## config.mk

```make
export PLATFORM = sky130hd
export DESIGN_NAME = sram_axi_bridge_flat
export DESIGN_NICKNAME = d
export VERILOG_FILES = /design/src/rtl/sram_axi_bridge_pkg.sv /design/src/rtl/sram_axi_bridge_if.sv /design/src/rtl/sram_axi_bridge_wstrb_gen.sv /design/src/rtl/sram_axi_bridge.sv /design/src/flat_wrapper.sv
export SDC_FILE = /design/constraint.sdc
export NUM_CORES = 1
export LEC_CHECK = 0
export CAP_MARGIN = 20
export CORE_AREA = 2 2 143 145
export DETAILED_ROUTE_END_ITERATION = 10
export DIE_AREA = 0 0 145 147
export GPL_TIMING_DRIVEN = 0
export PLACE_DENSITY_LB_ADDON = 0.1
export SLEW_MARGIN = 25
export SYNTH_ARGS = -nofsm -noshare
export SYNTH_HDL_FRONTEND = slang
export SYNTH_SLANG_ARGS = --single-unit
```

## constraint.sdc

```tcl
create_clock -name clk -period 1.4 [get_ports clk]
set_input_delay 0.28 -clock clk [delete_from_list [all_inputs] [get_ports clk]]
set_output_delay 0.28 -clock clk [all_outputs]
set_load 0.03 [all_outputs]
```

## src/rtl/sram_axi_bridge_pkg.sv

```systemverilog
// Shared types and constants for the sram-to-AXI3 bridge.
// State encodings, default IDs, size codes and the latched request bundle.
package sram_axi_bridge_pkg;

  typedef enum logic [2:0] {
    S_IDLE    = 3'd0,
    S_RD_ADDR = 3'd1,
    S_RD_DATA = 3'd2,
    S_WR_ADDR = 3'd3,
    S_WR_RESP = 3'd4
  } state_e;

  typedef enum logic {
    OWN_INST = 1'b0,
    OWN_DATA = 1'b1
  } owner_e;

  localparam logic [3:0] ID_INST_DEF = 4'd0;
  localparam logic [3:0] ID_DATA_DEF = 4'd1;

  localparam logic [1:0] SizeByte = 2'd0;
  localparam logic [1:0] SizeHalf = 2'd1;
  localparam logic [1:0] SizeWord = 2'd2;

  typedef struct packed {
    owner_e      owner;
    logic        wr;
    logic [1:0]  size;
    logic [31:0] addr;
    logic [31:0] wdata;
  } req_t;

  function automatic logic [2:0] axi_size(input logic [1:0] s);
    return {1'b0, s};
  endfunction

endpackage

```

## src/rtl/sram_axi_bridge_if.sv

```systemverilog
// AXI3 master bus between the bridge and memory.
// Single-beat only; tie-off fields are carried for completeness.
interface sram_axi_bridge_if;

  logic [3:0]  arid;
  logic [31:0] araddr;
  logic [3:0]  arlen;
  logic [2:0]  arsize;
  logic [1:0]  arburst;
  logic [1:0]  arlock;
  logic [3:0]  arcache;
  logic [2:0]  arprot;
  logic        arvalid;
  logic        arready;

  logic [3:0]  rid;
  logic [31:0] rdata;
  logic        rlast;
  logic        rvalid;
  logic        rready;

  logic [3:0]  awid;
  logic [31:0] awaddr;
  logic [3:0]  awlen;
  logic [2:0]  awsize;
  logic [1:0]  awburst;
  logic [1:0]  awlock;
  logic [3:0]  awcache;
  logic [2:0]  awprot;
  logic        awvalid;
  logic        awready;

  logic [3:0]  wid;
  logic [31:0] wdata;
  logic [3:0]  wstrb;
  logic        wlast;
  logic        wvalid;
  logic        wready;

  logic        bvalid;
  logic        bready;

  modport master (
    output arid, araddr, arlen, arsize, arburst,
    output arlock, arcache, arprot, arvalid,
    input  arready,
    input  rid, rdata, rlast, rvalid,
    output rready,
    output awid, awaddr, awlen, awsize, awburst,
    output awlock, awcache, awprot, awvalid,
    input  awready,
    output wid, wdata, wstrb, wlast, wvalid,
    input  wready,
    input  bvalid,
    output bready
  );

  modport slave (
    input  arid, araddr, arlen, arsize, arburst,
    input  arlock, arcache, arprot, arvalid,
    output arready,
    output rid, rdata, rlast, rvalid,
    input  rready,
    input  awid, awaddr, awlen, awsize, awburst,
    input  awlock, awcache, awprot, awvalid,
    output awready,
    input  wid, wdata, wstrb, wlast, wvalid,
    output wready,
    output bvalid,
    input  bready
  );

endinterface

```

## src/rtl/sram_axi_bridge_wstrb_gen.sv

```systemverilog
// Byte-lane strobe from access size and low address bits.
// Store data is already lane-aligned, so only the strobe moves.
module wstrb_gen
  import sram_axi_bridge_pkg::*;
(
  input  logic [1:0] i_size,
  input  logic [1:0] i_addr,
  output logic [3:0] o_wstrb
);

  // size/offset decode; unknown size codes fall back to a full word
  always_comb begin
    o_wstrb = 4'b1111;
    unique case (1'b1)
      (i_size == SizeByte): o_wstrb = 4'b0001 << i_addr;
      (i_size == SizeHalf): o_wstrb = i_addr[1] ? 4'b1100 : 4'b0011;
      default:              o_wstrb = 4'b1111;
    endcase
  end

endmodule

```

## src/rtl/sram_axi_bridge.sv

```systemverilog
// Arbitrates the inst and data sram-like ports onto one AXI3 master.
// One single-beat transaction in flight; data beats inst on a tie.
module sram_axi_bridge
  import sram_axi_bridge_pkg::*;
#(
  parameter logic [3:0] ID_INST = ID_INST_DEF,
  parameter logic [3:0] ID_DATA = ID_DATA_DEF
) (
  input  logic        clk,
  input  logic        rst,

  input  logic        inst_req,
  input  logic [31:0] inst_addr,
  output logic        inst_addr_ok,
  output logic        inst_data_ok,
  output logic [31:0] inst_rdata,

  input  logic        data_req,
  input  logic        data_wr,
  input  logic [1:0]  data_size,
  input  logic [31:0] data_addr,
  input  logic [31:0] data_wdata,
  output logic        data_addr_ok,
  output logic        data_data_ok,
  output logic [31:0] data_rdata,

  sram_axi_bridge_if.master axi
);

  state_e      r_state;
  req_t        r_req;
  logic        r_arvalid;
  logic        r_rready;
  logic        r_awvalid;
  logic        r_wvalid;
  logic        r_bready;
  logic        r_aw_done;
  logic        r_w_done;
  logic        r_inst_ok;
  logic        r_data_ok;
  logic [31:0] r_inst_rdata;
  logic [31:0] r_data_rdata;

  logic        w_idle;
  logic        w_grant;
  req_t        w_new;
  logic        w_aw_hs;
  logic        w_w_hs;
  logic        w_aw_all;
  logic        w_w_all;
  logic [3:0]  w_wstrb;
  logic        w_unused;

  assign w_idle       = (r_state == S_IDLE);
  assign data_addr_ok = w_idle & data_req;
  assign inst_addr_ok = w_idle & inst_req & ~data_req;
  assign w_grant      = w_idle & (data_req | inst_req);

  assign w_aw_hs  = r_awvalid & axi.awready;
  assign w_w_hs   = r_wvalid & axi.wready;
  assign w_aw_all = r_aw_done | w_aw_hs;
  assign w_w_all  = r_w_done | w_w_hs;

  // request to latch on grant; an inst fetch is always a word read
  always_comb begin
    w_new       = '0;
    w_new.wdata = data_wdata;
    if (data_req) begin
      w_new.owner = OWN_DATA;
      w_new.wr    = data_wr;
      w_new.size  = data_size;
      w_new.addr  = data_addr;
    end else begin
      w_new.owner = OWN_INST;
      w_new.wr    = 1'b0;
      w_new.size  = SizeWord;
      w_new.addr  = inst_addr;
    end
  end

  // transaction FSM with registered handshake and completion outputs
  always_ff @(posedge clk) begin
    if (rst) begin
      r_state      <= S_IDLE;
      r_req        <= '0;
      r_arvalid    <= 1'b0;
      r_rready     <= 1'b0;
      r_awvalid    <= 1'b0;
      r_wvalid     <= 1'b0;
      r_bready     <= 1'b0;
      r_aw_done    <= 1'b0;
      r_w_done     <= 1'b0;
      r_inst_ok    <= 1'b0;
      r_data_ok    <= 1'b0;
      r_inst_rdata <= '0;
      r_data_rdata <= '0;
    end else begin
      r_inst_ok <= 1'b0;
      r_data_ok <= 1'b0;
      unique case (r_state)
        S_IDLE: begin
          if (w_grant) begin
            r_req <= w_new;
            if (w_new.wr) begin
              r_awvalid <= 1'b1;
              r_wvalid  <= 1'b1;
              r_state   <= S_WR_ADDR;
            end else begin
              r_arvalid <= 1'b1;
              r_state   <= S_RD_ADDR;
            end
          end
        end
        S_RD_ADDR: begin
          if (axi.arready) begin
            r_arvalid <= 1'b0;
            r_rready  <= 1'b1;
            r_state   <= S_RD_DATA;
          end
        end
        S_RD_DATA: begin
          if (axi.rvalid) begin
            r_rready <= 1'b0;
            r_state  <= S_IDLE;
            if (r_req.owner == OWN_DATA) begin
              r_data_rdata <= axi.rdata;
              r_data_ok    <= 1'b1;
            end else begin
              r_inst_rdata <= axi.rdata;
              r_inst_ok    <= 1'b1;
            end
          end
        end
        S_WR_ADDR: begin
          if (w_aw_hs) r_awvalid <= 1'b0;
          if (w_w_hs)  r_wvalid  <= 1'b0;
          if (w_aw_all && w_w_all) begin
            r_aw_done <= 1'b0;
            r_w_done  <= 1'b0;
            r_bready  <= 1'b1;
            r_state   <= S_WR_RESP;
          end else begin
            r_aw_done <= w_aw_all;
            r_w_done  <= w_w_all;
          end
        end
        S_WR_RESP: begin
          if (axi.bvalid) begin
            r_bready  <= 1'b0;
            r_data_ok <= 1'b1;
            r_state   <= S_IDLE;
          end
        end
        default: r_state <= S_IDLE;
      endcase
    end
  end

  wstrb_gen u_wstrb (
    .i_size  (r_req.size),
    .i_addr  (r_req.addr[1:0]),
    .o_wstrb (w_wstrb)
  );

  assign inst_data_ok = r_inst_ok;
  assign inst_rdata   = r_inst_rdata;
  assign data_data_ok = r_data_ok;
  assign data_rdata   = r_data_rdata;

  assign axi.arid    = (r_req.owner == OWN_DATA) ? ID_DATA : ID_INST;
  assign axi.araddr  = r_req.addr;
  assign axi.arlen   = 4'd0;
  assign axi.arsize  = axi_size(r_req.size);
  assign axi.arburst = 2'b01;
  assign axi.arlock  = 2'b00;
  assign axi.arcache = 4'd0;
  assign axi.arprot  = 3'd0;
  assign axi.arvalid = r_arvalid;
  assign axi.rready  = r_rready;

  assign axi.awid    = ID_DATA;
  assign axi.awaddr  = r_req.addr;
  assign axi.awlen   = 4'd0;
  assign axi.awsize  = axi_size(r_req.size);
  assign axi.awburst = 2'b01;
  assign axi.awlock  = 2'b00;
  assign axi.awcache = 4'd0;
  assign axi.awprot  = 3'd0;
  assign axi.awvalid = r_awvalid;

  assign axi.wid    = ID_DATA;
  assign axi.wdata  = r_req.wdata;
  assign axi.wstrb  = w_wstrb;
  assign axi.wlast  = 1'b1;
  assign axi.wvalid = r_wvalid;
  assign axi.bready = r_bready;

  // rid/rlast carry nothing for single-beat, in-order traffic
  assign w_unused = &{1'b0, axi.rid, axi.rlast, r_req.wr};

endmodule

```

## src/flat_wrapper.sv

```systemverilog
// flat-port wrapper written by rule: the top's interface ports become plain ports
module sram_axi_bridge_flat import sram_axi_bridge_pkg::*;
#(
  parameter logic [3:0] ID_INST = ID_INST_DEF,
  parameter logic [3:0] ID_DATA = ID_DATA_DEF
)
  (clk, rst, inst_req, inst_addr, inst_addr_ok, inst_data_ok, inst_rdata, data_req, data_wr, data_size, data_addr, data_wdata, data_addr_ok, data_data_ok, data_rdata, axi_arid, axi_araddr, axi_arlen, axi_arsize, axi_arburst, axi_arlock, axi_arcache, axi_arprot, axi_arvalid, axi_arready, axi_rid, axi_rdata, axi_rlast, axi_rvalid, axi_rready, axi_awid, axi_awaddr, axi_awlen, axi_awsize, axi_awburst, axi_awlock, axi_awcache, axi_awprot, axi_awvalid, axi_awready, axi_wid, axi_wdata, axi_wstrb, axi_wlast, axi_wvalid, axi_wready, axi_bvalid, axi_bready);
  sram_axi_bridge_if axi_i ();
  input  logic clk;
  input  logic rst;
  input  logic inst_req;
  input  logic [31:0] inst_addr;
  output logic inst_addr_ok;
  output logic inst_data_ok;
  output logic [31:0] inst_rdata;
  input  logic data_req;
  input  logic data_wr;
  input  logic [1:0] data_size;
  input  logic [31:0] data_addr;
  input  logic [31:0] data_wdata;
  output logic data_addr_ok;
  output logic data_data_ok;
  output logic [31:0] data_rdata;
  output wire logic [$bits(axi_i.arid)-1:0] axi_arid;
  output wire logic [$bits(axi_i.araddr)-1:0] axi_araddr;
  output wire logic [$bits(axi_i.arlen)-1:0] axi_arlen;
  output wire logic [$bits(axi_i.arsize)-1:0] axi_arsize;
  output wire logic [$bits(axi_i.arburst)-1:0] axi_arburst;
  output wire logic [$bits(axi_i.arlock)-1:0] axi_arlock;
  output wire logic [$bits(axi_i.arcache)-1:0] axi_arcache;
  output wire logic [$bits(axi_i.arprot)-1:0] axi_arprot;
  output wire logic [$bits(axi_i.arvalid)-1:0] axi_arvalid;
  input wire logic [$bits(axi_i.arready)-1:0] axi_arready;
  input wire logic [$bits(axi_i.rid)-1:0] axi_rid;
  input wire logic [$bits(axi_i.rdata)-1:0] axi_rdata;
  input wire logic [$bits(axi_i.rlast)-1:0] axi_rlast;
  input wire logic [$bits(axi_i.rvalid)-1:0] axi_rvalid;
  output wire logic [$bits(axi_i.rready)-1:0] axi_rready;
  output wire logic [$bits(axi_i.awid)-1:0] axi_awid;
  output wire logic [$bits(axi_i.awaddr)-1:0] axi_awaddr;
  output wire logic [$bits(axi_i.awlen)-1:0] axi_awlen;
  output wire logic [$bits(axi_i.awsize)-1:0] axi_awsize;
  output wire logic [$bits(axi_i.awburst)-1:0] axi_awburst;
  output wire logic [$bits(axi_i.awlock)-1:0] axi_awlock;
  output wire logic [$bits(axi_i.awcache)-1:0] axi_awcache;
  output wire logic [$bits(axi_i.awprot)-1:0] axi_awprot;
  output wire logic [$bits(axi_i.awvalid)-1:0] axi_awvalid;
  input wire logic [$bits(axi_i.awready)-1:0] axi_awready;
  output wire logic [$bits(axi_i.wid)-1:0] axi_wid;
  output wire logic [$bits(axi_i.wdata)-1:0] axi_wdata;
  output wire logic [$bits(axi_i.wstrb)-1:0] axi_wstrb;
  output wire logic [$bits(axi_i.wlast)-1:0] axi_wlast;
  output wire logic [$bits(axi_i.wvalid)-1:0] axi_wvalid;
  input wire logic [$bits(axi_i.wready)-1:0] axi_wready;
  input wire logic [$bits(axi_i.bvalid)-1:0] axi_bvalid;
  output wire logic [$bits(axi_i.bready)-1:0] axi_bready;
  assign axi_arid = axi_i.arid;
  assign axi_araddr = axi_i.araddr;
  assign axi_arlen = axi_i.arlen;
  assign axi_arsize = axi_i.arsize;
  assign axi_arburst = axi_i.arburst;
  assign axi_arlock = axi_i.arlock;
  assign axi_arcache = axi_i.arcache;
  assign axi_arprot = axi_i.arprot;
  assign axi_arvalid = axi_i.arvalid;
  assign axi_i.arready = axi_arready;
  assign axi_i.rid = axi_rid;
  assign axi_i.rdata = axi_rdata;
  assign axi_i.rlast = axi_rlast;
  assign axi_i.rvalid = axi_rvalid;
  assign axi_rready = axi_i.rready;
  assign axi_awid = axi_i.awid;
  assign axi_awaddr = axi_i.awaddr;
  assign axi_awlen = axi_i.awlen;
  assign axi_awsize = axi_i.awsize;
  assign axi_awburst = axi_i.awburst;
  assign axi_awlock = axi_i.awlock;
  assign axi_awcache = axi_i.awcache;
  assign axi_awprot = axi_i.awprot;
  assign axi_awvalid = axi_i.awvalid;
  assign axi_i.awready = axi_awready;
  assign axi_wid = axi_i.wid;
  assign axi_wdata = axi_i.wdata;
  assign axi_wstrb = axi_i.wstrb;
  assign axi_wlast = axi_i.wlast;
  assign axi_wvalid = axi_i.wvalid;
  assign axi_i.wready = axi_wready;
  assign axi_i.bvalid = axi_bvalid;
  assign axi_bready = axi_i.bready;
  sram_axi_bridge #(.ID_INST(ID_INST), .ID_DATA(ID_DATA)) u_core (.clk(clk), .rst(rst), .inst_req(inst_req), .inst_addr(inst_addr), .inst_addr_ok(inst_addr_ok), .inst_data_ok(inst_data_ok), .inst_rdata(inst_rdata), .data_req(data_req), .data_wr(data_wr), .data_size(data_size), .data_addr(data_addr), .data_wdata(data_wdata), .data_addr_ok(data_addr_ok), .data_data_ok(data_data_ok), .data_rdata(data_rdata), .axi(axi_i));
endmodule
```

==> results of run 1 <==
[layout make-up]
class	instances	area (µm²)
timing repair buffer	348	3430
clock buffer	21	470
inverter	8	32.5
sequential	143	2910
tap	270	338
antenna	2	5.00
clock inverter	10	160
multi-input combinational	490	3910
buffer	150	1140
fill	1730	7450
[state kept, by name, indices dropped and copies added, names as in the netlist]
signal / cells
u_core.axi.araddr: 32
u_core.axi.arsize: 2
u_core.axi.arvalid: 1
u_core.axi.awvalid: 1
u_core.axi.bready: 1
u_core.axi.rready: 1
u_core.axi.wdata: 32
u_core.axi.wvalid: 1
u_core.data_data_ok: 1
u_core.data_rdata: 32
u_core.inst_data_ok: 1
u_core.inst_rdata: 32
u_core.r_aw_done: 1
u_core.r_req: 1
u_core.r_state: 3
u_core.r_w_done: 1
[cells in the final DEF, fill, tap and decap left out, drive strengths merged, types with 3 or more instances in the layout]
master         instances
nand2                  4
or3                    3
buf                  221
conb                  44
bufinv                 4
clkdlybuf4s50        138
o21bai                 4
dfxtp                143
o21ai                 99
nand3b                 3
nor2                   8
nand2b                 3
inv                    8
clkbuf                77
clkinvlp               4
mux2i                 32
a21oi                137
a211oi                33
nand3                 99
clkdlybuf4s15         81
[cell families after synthesis]
kind of cell           count (synthesis)  synth area share [%]
AND/OR/NAND/NOR                      128                  10.6
flip-flops                           143                  44.7
buffers and inverters                160                  15.1
multiplexers                          32                  5.00
AO/OA/AOI/OAI                        286                  24.5
other                                  2                 0.117
[worst max-delay path: stages (launching register included)]
cell	delay [ps]
dfxtp_4	360
buf_8	120
or4b_4	560
nor2_4	100
buf_6	140
[path summary, 6_finish.rpt]
| check | endpoint | slack [ps] | cells past startpoint |
|---|---|---|---|
| worst max-delay path | inst_addr_ok | -570 | 4 |
| worst min-delay path | u_core.axi.wdata[18] | 420 | 3 |
| worst max register to register | u_core.inst_rdata[5] | -280 | 7 |
| worst min register to register | u_core.axi.wdata[27] | 460 | 2 |
[power by group through the flow]
stage | clock [mW] | combinational (mW) | sequential, mW
floorplan | 0 | 1.78 | 5.16
global placement | 0 | 3.94 | 4.67
detailed placement | 0 | 3.95 | 4.67
CTS | 4.96 | 4.20 | 4.62
global route | 5.13 | 4.95 | 4.67
finish | 4.87 | 4.69 | 4.64
[cells in the mapped netlist, types with 2 or more instances]
| library cell | number |
|---|---|
| o21bai_1 | 4 |
| nand3b_1 | 3 |
| o21ai_1 | 49 |
| mux2i_1 | 32 |
| inv_1 | 7 |
| nand2b_1 | 3 |
| a31oi_1 | 2 |
| buf_2 | 20 |
| nand3_1 | 99 |
| a21oi_1 | 137 |
| clkbuf_1 | 40 |
| a32oi_1 | 2 |
| a211oi_1 | 33 |
| nor2_1 | 6 |
| nand2_1 | 4 |
| or3_1 | 3 |
| o21ai_0 | 50 |
| buf_4 | 91 |
| conb_1 | 2 |
| dfxtp_1 | 143 |
[layer usage]
metal  track usage (%)  vias to the layer above
met5                 0                        -
met4              10.9                        0
met3              6.15                       53
met2              39.6                      267
met1              25.1                     3393
li1                  -                     3406
[through the flow]
step	std cells	setup TNS (ps)	power (mW)	utilization [%]	hold WS, ps
global placement	1379	-65190	8.61	50.9	434
floorplan	793	-91.6	6.94	-	391
CTS	1426	-15190	13.8	56.3	395
detailed placement	1379	-66130	8.62	50.9	436
finish	1442	-27810	14.2	62.4	416
global route	1442	-33850	14.8	62.4	416
[repair_timing]
item | in CTS | in global routing
buffers inserted | 10 | 9
setup endpoints to repair | 309 | 178
gates resized for setup | 833 | 349
hold buffers | 0 | 0
gates cloned | 6 | 8
pin swaps | 39 | 101
==> out/results.txt, run 1 <==
Capturing element type of the critical path = primary output
Clock network latency to the later pin of the worst-skew pair = 430 ps
Share of power burned in registers = 32.7%
Clk slew on worst S/H paths = 60 ps
Final hold violation count = 0
Die height = 147 µm
Synth Flop Type = dfxtp_1
Least setup slack across all paths after layout = -574 ps
Violations in the final reports = negative setup slack
Post-synth EDFFs = 0
Antenna violations before repair = 2
Floorplan die area = 21300 µm²
Combinational fraction of design power = 33.0%
Outcome = finished, violations left
Total vias in the final route = 7119
Post-DP HPWL = 18100 µm
Maximum fanout count along the critical path = 3
DR DRC count = 0
Average instance area after synthesis = 8.53 µm²
Area share of the largest cell type after synthesis = 44.7%
Initial detailed-routing violation count = 228
Netlist cell types = 41
Via count of the first global-routing pass = 7035
GRT Util Overall = 22.5%
Clock period minus final worst setup slack = 1970 ps
Wire length of the first global-routing pass = 37700 µm
Actual slew at the worst max-slew pin = 719 ps
Final instance area = 12400 µm²
Net switching fraction of the power = 33.1%
Number of max-cap violations = 0
Per-cell via count in the routed design = 4.94
Floorplan Core Area = 19800 µm²
CTS tree = yes
Crit path DAT = 1690 ps
Required arrival time at the worst endpoint = 1120 ps
Residual antenna-violating net count after detailed routing = 0
Switching power of the nets = 4.70 mW
Worst hold start = data_wdata[18]
Width of the die = 145 µm
Clock root buffer master = clkbuf_16
Number of rows in the core area = 52
Critical register-to-register path startpoint = u_core.r_state[2]
Flop and latch count out of synthesis = 143
CTS buffer count = 17
Internal power = 9.50 mW
Placed inst area = 10100 µm²
Pin count of the biggest net entering global routing = 17
Max-slew headroom at the worst pin = 52.0%
Io pins = 367
Share of the cycle needed by the critical path after routing = 141%
Clk network pwr share = 34.3%
Drt total wl = 25900 µm
Leading cell types by total area after synthesis = dfxtp_1 45%, a21oi_1 11%, buf_4 11%
Setup repair after global routing missed its margin = true
Detailed route wirelength on metal2 = 13000 µm
Static leakage = 4.69 nW
Total global routing overflow = 0
Length of routed wiring on met1 = 10400 µm
Global placer's final weighted congestion = 0.818
Final setup viols = 139
Post-synth top area cell = dfxtp_1
Max-slew violation count = 0
Uppermost metal layer occupied by signal nets = met4
Total number of nets in the final design = 1303
Synthesized instance count = 751
Worst Setup Path Type = reg -> out
Async set-or-reset flop fraction in the synthesized netlist = 0%
Class of the tightest hold or removal check = in -> reg
Number of search-and-repair iterations in the first detailed-routing pass = 4
IO buf count = 316
Met3 WL = 1680 µm
Areal power density over the cells = 1150 nW/µm²
Worst slack at placement = -1210 ps
Setup crit start kind = flip-flop
Peak supply drop = 0.000724 V
Source of the critical timing path = u_core.r_state[2]
H-tree depth reported by CTS = 4
Area delta synth->final = 93.4%
Clk_skew = 11.2 ps
Maximum root-to-sink buffer count = 2
Routed length per instance = 18.0 µm
Achievable Freq = 507 MHz
Proportion of layout cells with a drive suffix above 1 = 51.5%
Warnings from Yosys = 0
Netlist area before placement = 6410 µm²
CTS Sinks = 143
Initial cell density of the core = 32.3%
Seq/Total Area, Yosys = 44.7%
Power figures use the tool's default switching activity.
==> run 2: changes to the inputs <==
Settings changed: SLEW_MARGIN 25 to 20.
==> results of run 2 <==
No change in the layout: final DEF, timing and power equal those of run 1.
==> run 3: changes to the inputs <==
Settings changed: CAP_MARGIN 20 to unset.
==> results of run 3 <==
No change in the layout: final DEF, timing and power equal those of run 1.
